### src/rtl/irrigation_zone_scheduler.sv
`default_nettype none
// ============================================================================
// Module      : irrigation_zone_scheduler
// Description : Shares one water tank and one sprinkler/dripper pair among
//               ZONES beds. The beds are served one at a time in round-robin
//               order. Each run and each settle period is timed in slow ticks.
// Revision    : 1.0 - initial release
// ----------------------------------------------------------------------------
// Ports
//   clock                  system clock, rising edge
//   reset                  synchronous, active-high
//   tick                   one-clock enable pulse from the clock divisor
//   low/mid/high_water_level  tank level sensors (1 = water at that level)
//   earth_dry[ZONES]       1 = bed needs water
//   air_humidity, low_temperature  weather sensors
//   zone_valve[ZONES]      one-hot valve of the bed being irrigated
//   active_zone            index of the bed being served or settled
//   splinker_bomb          sprinkler pump
//   dripper_valvule        dripper valve
//   water_supply_valvule   tank refill valve
//   remaining              ticks left in the current run or settle period
//   alarm                  fault, or tank below the mid sensor
//   busy                   a bed is being selected, irrigated or settled
// Configuration macro
//   IRRIGATION_SENSOR_DEBOUNCE_EN : adds a tick-based stability filter after
//   the level-sensor synchronisers (DEBOUNCE_TICKS consecutive ticks).
// ============================================================================
module irrigation_zone_scheduler #(
  parameter int ZONES          = 4,
  parameter int TIMER_WIDTH    = 8,
  parameter int IRRIGATE_TICKS = 9,
  parameter int COOLDOWN_TICKS = 3,
  parameter int DEBOUNCE_TICKS = 2
) (
  input  logic                     clock,
  input  logic                     reset,
  input  logic                     tick,
  input  logic                     low_water_level,
  input  logic                     mid_water_level,
  input  logic                     high_water_level,
  input  logic [ZONES-1:0]         earth_dry,
  input  logic                     air_humidity,
  input  logic                     low_temperature,
  output logic [ZONES-1:0]         zone_valve,
  output logic [$clog2(ZONES)-1:0] active_zone,
  output logic                     splinker_bomb,
  output logic                     dripper_valvule,
  output logic                     water_supply_valvule,
  output logic [TIMER_WIDTH-1:0]   remaining,
  output logic                     alarm,
  output logic                     busy
);

  localparam int ZW = $clog2(ZONES);
  localparam logic [TIMER_WIDTH-1:0] RUN_LOAD    = TIMER_WIDTH'(IRRIGATE_TICKS);
  localparam logic [TIMER_WIDTH-1:0] SETTLE_LOAD = TIMER_WIDTH'(COOLDOWN_TICKS);
  localparam logic [TIMER_WIDTH-1:0] ONE         = TIMER_WIDTH'(1);
  localparam logic [ZW-1:0]          LAST_ZONE   = ZW'(ZONES - 1);

  typedef enum logic [2:0] {
    S_IDLE     = 3'd0,
    S_SELECT   = 3'd1,
    S_IRRIGATE = 3'd2,
    S_COOLDOWN = 3'd3,
    S_FAULT    = 3'd4
  } state_t;

  state_t                 state;
  logic [ZW-1:0]          rr;
  logic                   sprinkle;
  logic                   fault_dirty;
  logic                   run_en;

  // --------------------------------------------------------------------------
  // Level sensors, bit order {high, mid, low}
  // --------------------------------------------------------------------------
  logic [2:0] lvl_meta;
  logic [2:0] lvl_sync;
  logic [2:0] lvl_used;

  always_ff @(posedge clock) begin
    if (reset) begin
      lvl_meta <= 3'b000;
      lvl_sync <= 3'b000;
    end else begin
      lvl_meta <= {high_water_level, mid_water_level, low_water_level};
      lvl_sync <= lvl_meta;
    end
  end

`ifdef IRRIGATION_SENSOR_DEBOUNCE_EN
  // The filtered value only follows the synchronised one after it has
  // disagreed on DEBOUNCE_TICKS consecutive ticks.
  localparam logic [TIMER_WIDTH-1:0] DEB_LAST = TIMER_WIDTH'(DEBOUNCE_TICKS - 1);

  for (genvar s = 0; s < 3; s++) begin : g_filter
    logic                   filt;
    logic [TIMER_WIDTH-1:0] diff_cnt;

    always_ff @(posedge clock) begin
      if (reset) begin
        filt     <= 1'b0;
        diff_cnt <= '0;
      end else if (tick) begin
        if (lvl_sync[s] == filt) begin
          diff_cnt <= '0;
        end else if (diff_cnt >= DEB_LAST) begin
          filt     <= lvl_sync[s];
          diff_cnt <= '0;
        end else begin
          diff_cnt <= diff_cnt + ONE;
        end
      end
    end

    assign lvl_used[s] = filt;
  end
`else
  assign lvl_used = lvl_sync;

  // Debounce depth only matters when the filter is built in.
  if (DEBOUNCE_TICKS < 1) begin : g_debounce_unused
  end
`endif

  logic lvl_low, lvl_mid, lvl_high;
  logic conflict, irrigation_ok;

  assign lvl_low       = lvl_used[0];
  assign lvl_mid       = lvl_used[1];
  assign lvl_high      = lvl_used[2];
  assign conflict      = (lvl_high & ~lvl_mid) | (lvl_mid & ~lvl_low);
  assign irrigation_ok = ~conflict & lvl_low;

  // --------------------------------------------------------------------------
  // Round-robin search: first dry bed at or after rr, wrapping. Scanning from
  // the far end lets the nearest candidate overwrite the others.
  // --------------------------------------------------------------------------
  logic          pick_found;
  logic [ZW-1:0] pick_zone;
  logic [ZW:0]   scan_sum;
  logic [ZW-1:0] scan_idx;

  always_comb begin
    pick_found = 1'b0;
    pick_zone  = '0;
    scan_sum   = '0;
    scan_idx   = '0;
    for (int i = ZONES - 1; i >= 0; i--) begin
      scan_sum = {1'b0, rr} + (ZW + 1)'(i);
      if (scan_sum >= (ZW + 1)'(ZONES)) begin
        scan_sum = scan_sum - (ZW + 1)'(ZONES);
      end
      scan_idx = scan_sum[ZW-1:0];
      if (earth_dry[scan_idx]) begin
        pick_found = 1'b1;
        pick_zone  = scan_idx;
      end
    end
  end

  logic [ZW-1:0] rr_next;
  assign rr_next = (active_zone == LAST_ZONE) ? '0 : active_zone + 1'b1;

  // --------------------------------------------------------------------------
  // Scheduler
  // --------------------------------------------------------------------------
  always_ff @(posedge clock) begin
    if (reset) begin
      state       <= S_IDLE;
      rr          <= '0;
      active_zone <= '0;
      sprinkle    <= 1'b0;
      remaining   <= '0;
      fault_dirty <= 1'b0;
      run_en      <= 1'b0;
    end else begin
      run_en <= 1'b1;
      case (state)
        S_IDLE: begin
          if (conflict) begin
            state       <= S_FAULT;
            fault_dirty <= 1'b1;
          end else if ((|earth_dry) && irrigation_ok) begin
            state <= S_SELECT;
          end
        end

        S_SELECT: begin
          if (conflict) begin
            state       <= S_FAULT;
            fault_dirty <= 1'b1;
          end else if (!pick_found) begin
            state <= S_IDLE;
          end else begin
            active_zone <= pick_zone;
            sprinkle    <= ~air_humidity & ~low_temperature & lvl_mid;
            remaining   <= RUN_LOAD;
            state       <= S_IRRIGATE;
          end
        end

        S_IRRIGATE: begin
          if (conflict) begin
            state       <= S_FAULT;
            fault_dirty <= 1'b1;
            remaining   <= '0;
          end else if (!earth_dry[active_zone] || !lvl_low ||
                       (tick && remaining <= ONE)) begin
            state     <= S_COOLDOWN;
            remaining <= SETTLE_LOAD;
            rr        <= rr_next;
          end else if (tick) begin
            remaining <= remaining - ONE;
          end
        end

        S_COOLDOWN: begin
          if (conflict) begin
            state       <= S_FAULT;
            fault_dirty <= 1'b1;
            remaining   <= '0;
          end else if (tick) begin
            if (remaining <= ONE) begin
              remaining <= '0;
              state     <= S_IDLE;
            end else begin
              remaining <= remaining - ONE;
            end
          end
        end

        S_FAULT: begin
          // fault_dirty remembers any conflict since the previous tick; a tick
          // closing a fully clean interval releases the fault.
          if (tick) begin
            if (!fault_dirty && !conflict) begin
              state <= S_IDLE;
            end
            fault_dirty <= conflict;
          end else if (conflict) begin
            fault_dirty <= 1'b1;
          end
        end

        default: begin
          state     <= S_IDLE;
          remaining <= '0;
        end
      endcase
    end
  end

  // --------------------------------------------------------------------------
  // Outputs decoded from registered state
  // --------------------------------------------------------------------------
  logic irrigating;
  assign irrigating = (state == S_IRRIGATE);

  for (genvar z = 0; z < ZONES; z++) begin : g_valve
    assign zone_valve[z] = irrigating && (active_zone == ZW'(z));
  end

  assign splinker_bomb        = irrigating & sprinkle;
  assign dripper_valvule      = irrigating & ~sprinkle;
  // run_en keeps the refill valve shut while reset is held.
  assign water_supply_valvule = run_en & ~conflict & ~lvl_high & (state != S_FAULT);
  assign alarm                = (state == S_FAULT) | ~lvl_mid;
  assign busy                 = (state == S_SELECT) | irrigating | (state == S_COOLDOWN);

endmodule
`default_nettype wire

### config.mk
export PLATFORM = sky130hd
export DESIGN_NAME = irrigation_zone_scheduler
export DESIGN_NICKNAME = d
export VERILOG_FILES = /design/src/rtl/irrigation_zone_scheduler.sv
export SDC_FILE = /design/constraint.sdc
export NUM_CORES = 1
export LEC_CHECK = 0
export ABC_AREA = 1
export BUFFER_PORTS_ARGS = -buffer_cell sky130_fd_sc_hd__buf_2
export CORE_UTILIZATION = 30
export CTS_CLUSTER_SIZE = 8
export DETAILED_ROUTE_END_ITERATION = 8
export GPL_TIMING_DRIVEN = 0
export PLACE_DENSITY = 0.56
export SYNTH_ARGS = -nofsm -noshare
export SYNTH_HDL_FRONTEND = slang
export SYNTH_SLANG_ARGS = --single-unit
### constraint.sdc
create_clock -name clock -period 2.4 [get_ports clock]
set_clock_uncertainty 0.2 [all_clocks]
set_input_delay 0.12 -clock clock [delete_from_list [all_inputs] [get_ports clock]]
set_output_delay 0.12 -clock clock [all_outputs]
set_load 0.1 [all_outputs]
## After elaboration in Yosys (flattened, before gate mapping)

Index checks and enable logic that the tools add are counted.

| operators by class | value |
|---|---|
| muxes and demuxes | 48 |
| add/subtract/negate cells | 9 |
| reduce and logical (&&, ||, !) cells | 23 |
| bitwise gates (word level) | 22 |
| order comparisons | 10 |
| eq/ne operators | 17 |

Operator list:

| operator | count |
|---|---|
| $mux W8 | 8 |
| $pmux W8 S4 | 1 |
| $mux W3 | 10 |
| $mux W2 | 10 |
| $lt A2 B3 Y1 const B | 5 |
| $pmux W3 S5 | 1 |
| $mux W1 | 12 |
| $ne A3 B3 Y1 const B | 4 |
| $and A1 B1 Y1 | 10 |
| $bmux W1 S2 | 5 |
| $ge A3 B3 Y1 const B | 3 |
| $le A8 B1 Y1 const B | 1 |
| $ne A2 B2 Y1 const B | 4 |
| $not A1 Y1 | 8 |
| $reduce_or A4 Y1 | 2 |
| $sub A2 B1 Y2 const B | 4 |
| $sub A8 B1 Y8 const B | 1 |
| $logic_and A1 B1 Y1 | 7 |
| $add A2 B2 Y3 const B | 2 |
| $eq A3 B2 Y1 const B | 2 |
| $reduce_and A3 Y1 | 2 |
| $reduce_and A6 Y1 | 1 |
| $reduce_and A5 Y1 | 1 |
| $eq A2 B2 Y1 const B | 2 |
| 16 further kinds | 23 |

| storage, ports and cells | value |
|---|---|
| input port bits | 12 |
| register bits after elaboration | 24 |
| word-level logic and storage cells | 138 |

## Longest topological paths before layout

| logic depth | value |
|---|---|
| depth after elaboration | 12 |
| gate-level depth with buffers | 12 |
| depth with buffers taken out | 11 |

## Worst setup path after synthesis

OpenSTA, ideal clock, no wires.

| path | value |
|---|---|
| path type | reg-to-output |
| from | register lvl_sync[1] |
| to | output port water_supply_valvule |
| arrival time | 2.771 ns |
| setup slack | -0.691 ns |
| stages on the path, launching flop included | 6 |
| data required time | 2.080 ns |
| cells stage by stage | dfxtp_1 -> nor2_2 -> nor2_8 -> inv_4 -> nand2_1 -> nor3_1 |

| on the way | value |
|---|---|
| longest elaborated chain between the ends | 7 |
| elaborated cells between the ends (all ways) | 8 |
| those cells by class | bitwise (8) |

Ends and longest elaborated chain:

| element | RTL line | text |
|---|---|---|
| start, declared | 78 | `logic [2:0] lvl_sync;` |
| start signal, assigned | 87 | `lvl_sync <= lvl_meta;` |
| $not A1 Y1 | 132 | `assign conflict = (lvl_high & ~lvl_mid) \| (lvl_mid & ~lvl_low);` |
| $and A1 B1 Y1 | 132 |  |
| $or A1 B1 Y1 * | 132 |  |
| $not A1 Y1 (no line) * | -- |  |
| $and A1 B1 Y1 * (3 in series) | 267 | `assign water_supply_valvule = run_en & ~conflict & ~lvl_high & (state != S_FAULT);` |
| end, declared | 48 | `output logic water_supply_valvule,` |

Every way passes the cells marked *; elsewhere a longest branch is shown, timed or not.

## Final worst setup path

| path | value |
|---|---|
| from | register state[0] |
| to | output port alarm |

| on the way | value |
|---|---|
| longest elaborated chain between the ends | 2 |

Ends and longest elaborated chain:

| element | RTL line | text |
|---|---|---|
| start, declared | 68 | `state_t state;` |
| start signal, assigned | 170 | `state <= S_IDLE;` |
| start signal, assigned | 182 | `state <= S_FAULT;` |
| start signal, assigned | 185 | `state <= S_SELECT;` |
| $eq A3 B3 Y1 | 268 | `assign alarm = (state == S_FAULT) \| ~lvl_mid;` |
| $or A1 B1 Y1 | 268 |  |
| end, declared | 50 | `output logic alarm,` |

No other way between the ends.

==> flow_summary_export.csv <==
group,metric,value,unit
synthesis,ys_warn_count,0,
sta,setup_viol,0,
power,power_density,764,nW/µm²
clock_tree,tritoncts,"yes",
setup_path,crit-reg2reg-capture,"remaining[1]$_SDFFE_PP0P_",
power,p_leak,0.974,nW
synthesis,synth_nets,266,
setup_path,crit_path_top_delay_cell,"buf_2",
layout,fill_cells,577,
sta,slew_violations,0,
sta,setup_slack,0.371,ns
setup_path,path_delay_family,"buffers and inverters",
setup_path,critPathKind,"flip-flop to output port",
setup_path,start_kind,"flip-flop",
sta,finalCriticalPeriod,2.03,ns
clock_tree,htree_levels,1,
synthesis,syn_inst,248,
setup_path,critPathMaxStageDelay,0.42,ns
clock_tree,clk_latency,0.27,ns
global_routing,grt_pass1_wl,5.66,mm
setup_path,r2r_slack,0.44,ns
floorplanning,ios,31,
floorplanning,die-height,75.5,µm
clock_tree,cts.sinks,24,
layout,multi_input_comb_area,973,µm²
sta,rsz0062_at_grt,"no",
clock_tree,cts_inserted_buffers,3,
sta,fin_crit_sh,84.5,%
floorplanning,dieArea,5700,µm²
hold_path,hold_class,"primary input to flip-flop",
layout,syn_to_final_growth,23.6,%
synthesis,netlist_area,1620,µm²
detailed_routing,drt_iter0_drc,81,
place,dp_hpwl,2.74,mm
setup_path,cp.required,2.08,ns
layout,antenna_cells,0,
global_routing,grt_pass1_vias,1263,
floorplanning,initial_utilization,31.5,%
hold_path,hold_path.startpoint,"air_humidity",
job,cap_violations,0,
place,gp_congestion,0.812,
synthesis,synth_top_area_share,29.7,%
detailed_routing,wl_per_cell,9.79,µm
sta,slew_headroom,64.2,%
sta,timing.fmax,493,MHz
synthesis,syn_area_per_cell,6.53,µm²
layout,finalNonFillerCells,356,
layout,seq_area,483,µm²
detailed_routing,drc_errors,0,
synthesis,yosys.area.top_type,"dfxtp_1",
layout,fin_nets,305,
sta,fin_tns_setup,0,ns
global_routing,grt_antenna_before_repair,0,
setup_path,crit_fanout,4,
setup_path,reg2reg_from,"remaining[0]$_SDFFE_PP0P_",
global_routing,grt_max_degree,15,
setup_path,r2r_cells,10,
detailed_routing,postRouteAntennaNets,0,
synthesis,synth-seq-area-share,29.7,%
setup_path,crit_path_end_kind,"output port",
detailed_routing,drt-pass1-iter-count,4,
clock_tree,clock_path_buffers,2,
detailed_routing,vias,1520,
setup_path,path_buf_inv,3,
clock_tree,post_cts_buffers,0,
place,placedCellCount,348,
clock_tree,cts.clk_slew.worst_paths,0.08,ns
synthesis,ys_ff_latch,24,
setup_path,cp_cell_sequence,"nor2_1, inv_2, nor2_1, inv_1, nand2_1, buf_2",
global_routing,grt-ovfl-total,0,
global_routing,gr-usage-all-layers,12.8,%
hold_path,holdPathStages,4,
setup_path,crit_top_cell,"nor2_1",
floorplanning,die_x,75.5,µm
power,ir_drop,0.000353,V
layout,drive_above_1_share,23.4,%
floorplanning,coreArea,5140,µm²
status,status,"finished, final reports clean",
hold_path,whs_endpoint,"sprinkle$_SDFFE_PP0P_",
synthesis,synth_area_leaders,"dfxtp_1, nand2_1, inv_1",
floorplanning,row_count,26,
detailed_routing,drt_wl_total,3.49,mm
clock_tree,cts-root-buf,"clkbuf_8",
setup_path,critPathArrivalTime,1.71,ns
synthesis,ys_types,34,
sta,tightest_slew,0.537,ns
detailed_routing,viasPerCell,4.27,
place,io_buffers,30,
sta,finalHoldViolations,0,
place,post-place-ws,0.448,ns
power by group:
| group | switching [mW] | total, mW | internal (mW) |
|---|---|---|---|
| combinational | 0.509 | 0.702 | 0.193 |
| sequential | 0.0373 | 0.473 | 0.435 |
| clock | 0.131 | 0.354 | 0.223 |
per-layer routing:
layer / global-route usage, % / vias up / wire (µm) / part of all wire, %
met5: 0 / - / 0 / 0
met1: 17.9 / 644 / 1820 / 52
li1: - / 845 / - / -
met3: 2.38 / 2 / 142 / 4.1
met2: 20.6 / 29 / 1500 / 43
met4: 2.47 / 0 / 27 / 0.77
worst reg2reg max path: stages, from the launching register on:
cell and delay, ns:
dfxtp_2 0.35, inv_1 0.09, ha_1 0.21, nor2_1 0.06, nor2_1 0.14, nand3_1 0.17
nand3_1 0.10, nand2_1 0.14, a21boi_0 0.22, nand2_1 0.08, a21oi_1 0.12
cells by family after synthesis:
logic type | share of synthesized area [%]
AO/OA/AOI/OAI | 12.4
XOR/XNOR | 3.78
adder cells (fa/ha/maj) | 4.63
buffers and inverters | 12.1
flip-flops | 29.7
AND/OR/NAND/NOR | 37.4
state kept, by name (all words and copies together) (netlist names):
name	cells
remaining	8
lvl_meta	3
lvl_sync	3
state	3
active_zone	2
rr	2
fault_dirty	1
run_en	1
sprinkle	1
timing repair:
action                    CTS  global route
resized for setup           0             0
hold endpoints to repair    6             0
hold buffers                4             0
placed cells by master (no fill, tap or decap), drive strengths merged:
cell type / Yosys / layout
nor3: 3 / 3
buf: 2 / 32
nand3b: 1 / 1
dlygate4sd3: 0 / 4
a21oi: 21 / 21
nand3: 18 / 18
or2: 1 / 1
clkinv: 1 / 1
ha: 6 / 6
xor2: 5 / 5
clkbuf: 2 / 5
a41o: 1 / 1
xnor2: 2 / 2
o21ai: 8 / 8
dfxtp: 24 / 24
nand4: 3 / 3
a21boi: 1 / 1
a211oi: 2 / 2
nor2: 33 / 33
and2: 1 / 1
inv: 44 / 44
bufinv: 0 / 1
nand2: 69 / 69
through the flow:
step	hold WS (ns)	cell area (µm²)	power [mW]	utilization [%]
floorplan	-0.0104	1650	1.06	-
global placement	0.126	1890	1.18	36.8
detailed placement	0.127	1890	1.18	36.8
CTS	0.0126	2000	1.55	38.9
global route	0.0388	2000	1.63	38.9
finish	0.00990	2000	1.53	38.9
synthesized netlist by cell type:
cell and number:
dfxtp_1 24, o21ai_0 7, nor2_8 1, or2_1 1
a211oi_1 1, ha_1 6, nand3_1 16, nand3b_1 1
nand4_1 2, xnor2_1 2, a21boi_0 1, a21oi_1 19
nor3_2 1, inv_2 6, a211oi_2 1, nand4_4 1
nor2_2 1, buf_2 1, and2_1 1, nand2_2 3
nand2_1 66, a21oi_2 2, buf_6 1, inv_4 1
a41o_1 1, inv_1 37, clkbuf_1 2, nand3_2 2
nor3_1 2, xor2_1 5, nor2_1 28, nor2_4 3
clkinv_2 1, o21ai_4 1
worst max-delay path by stage:
stage / start / to / slack [ns] / cells after the start
after floorplan: state[2]$_SDFFE_PP0P_ / dripper_valvule / 0.09 / 3
after global placement: remaining[0]$_SDFFE_PP0P_ / remaining[1]$_SDFFE_PP0P_ / 0.48 / 10
after detailed placement: remaining[0]$_SDFFE_PP0P_ / remaining[1]$_SDFFE_PP0P_ / 0.45 / 10
after CTS: state[0]$_SDFFE_PP0P_ / alarm / 0.36 / 6
after global routing: remaining[0]$_SDFFE_PP0P_ / remaining[1]$_SDFFE_PP0P_ / 0.21 / 10
final: state[0]$_SDFFE_PP0P_ / alarm / 0.37 / 6
area by class of cell:
class                   instances  area share (%)
inverters                      45            8.63
repair buffers                 34            9.50
well taps                      70            4.38
clock inverters                 1            1.50
clock buffers                   3            2.06
plain buffers                   4            1.19
flip-flops and latches         24            24.1
multi-input cells             175            48.6
No activity file was read; power rests on OpenSTA's default activity.
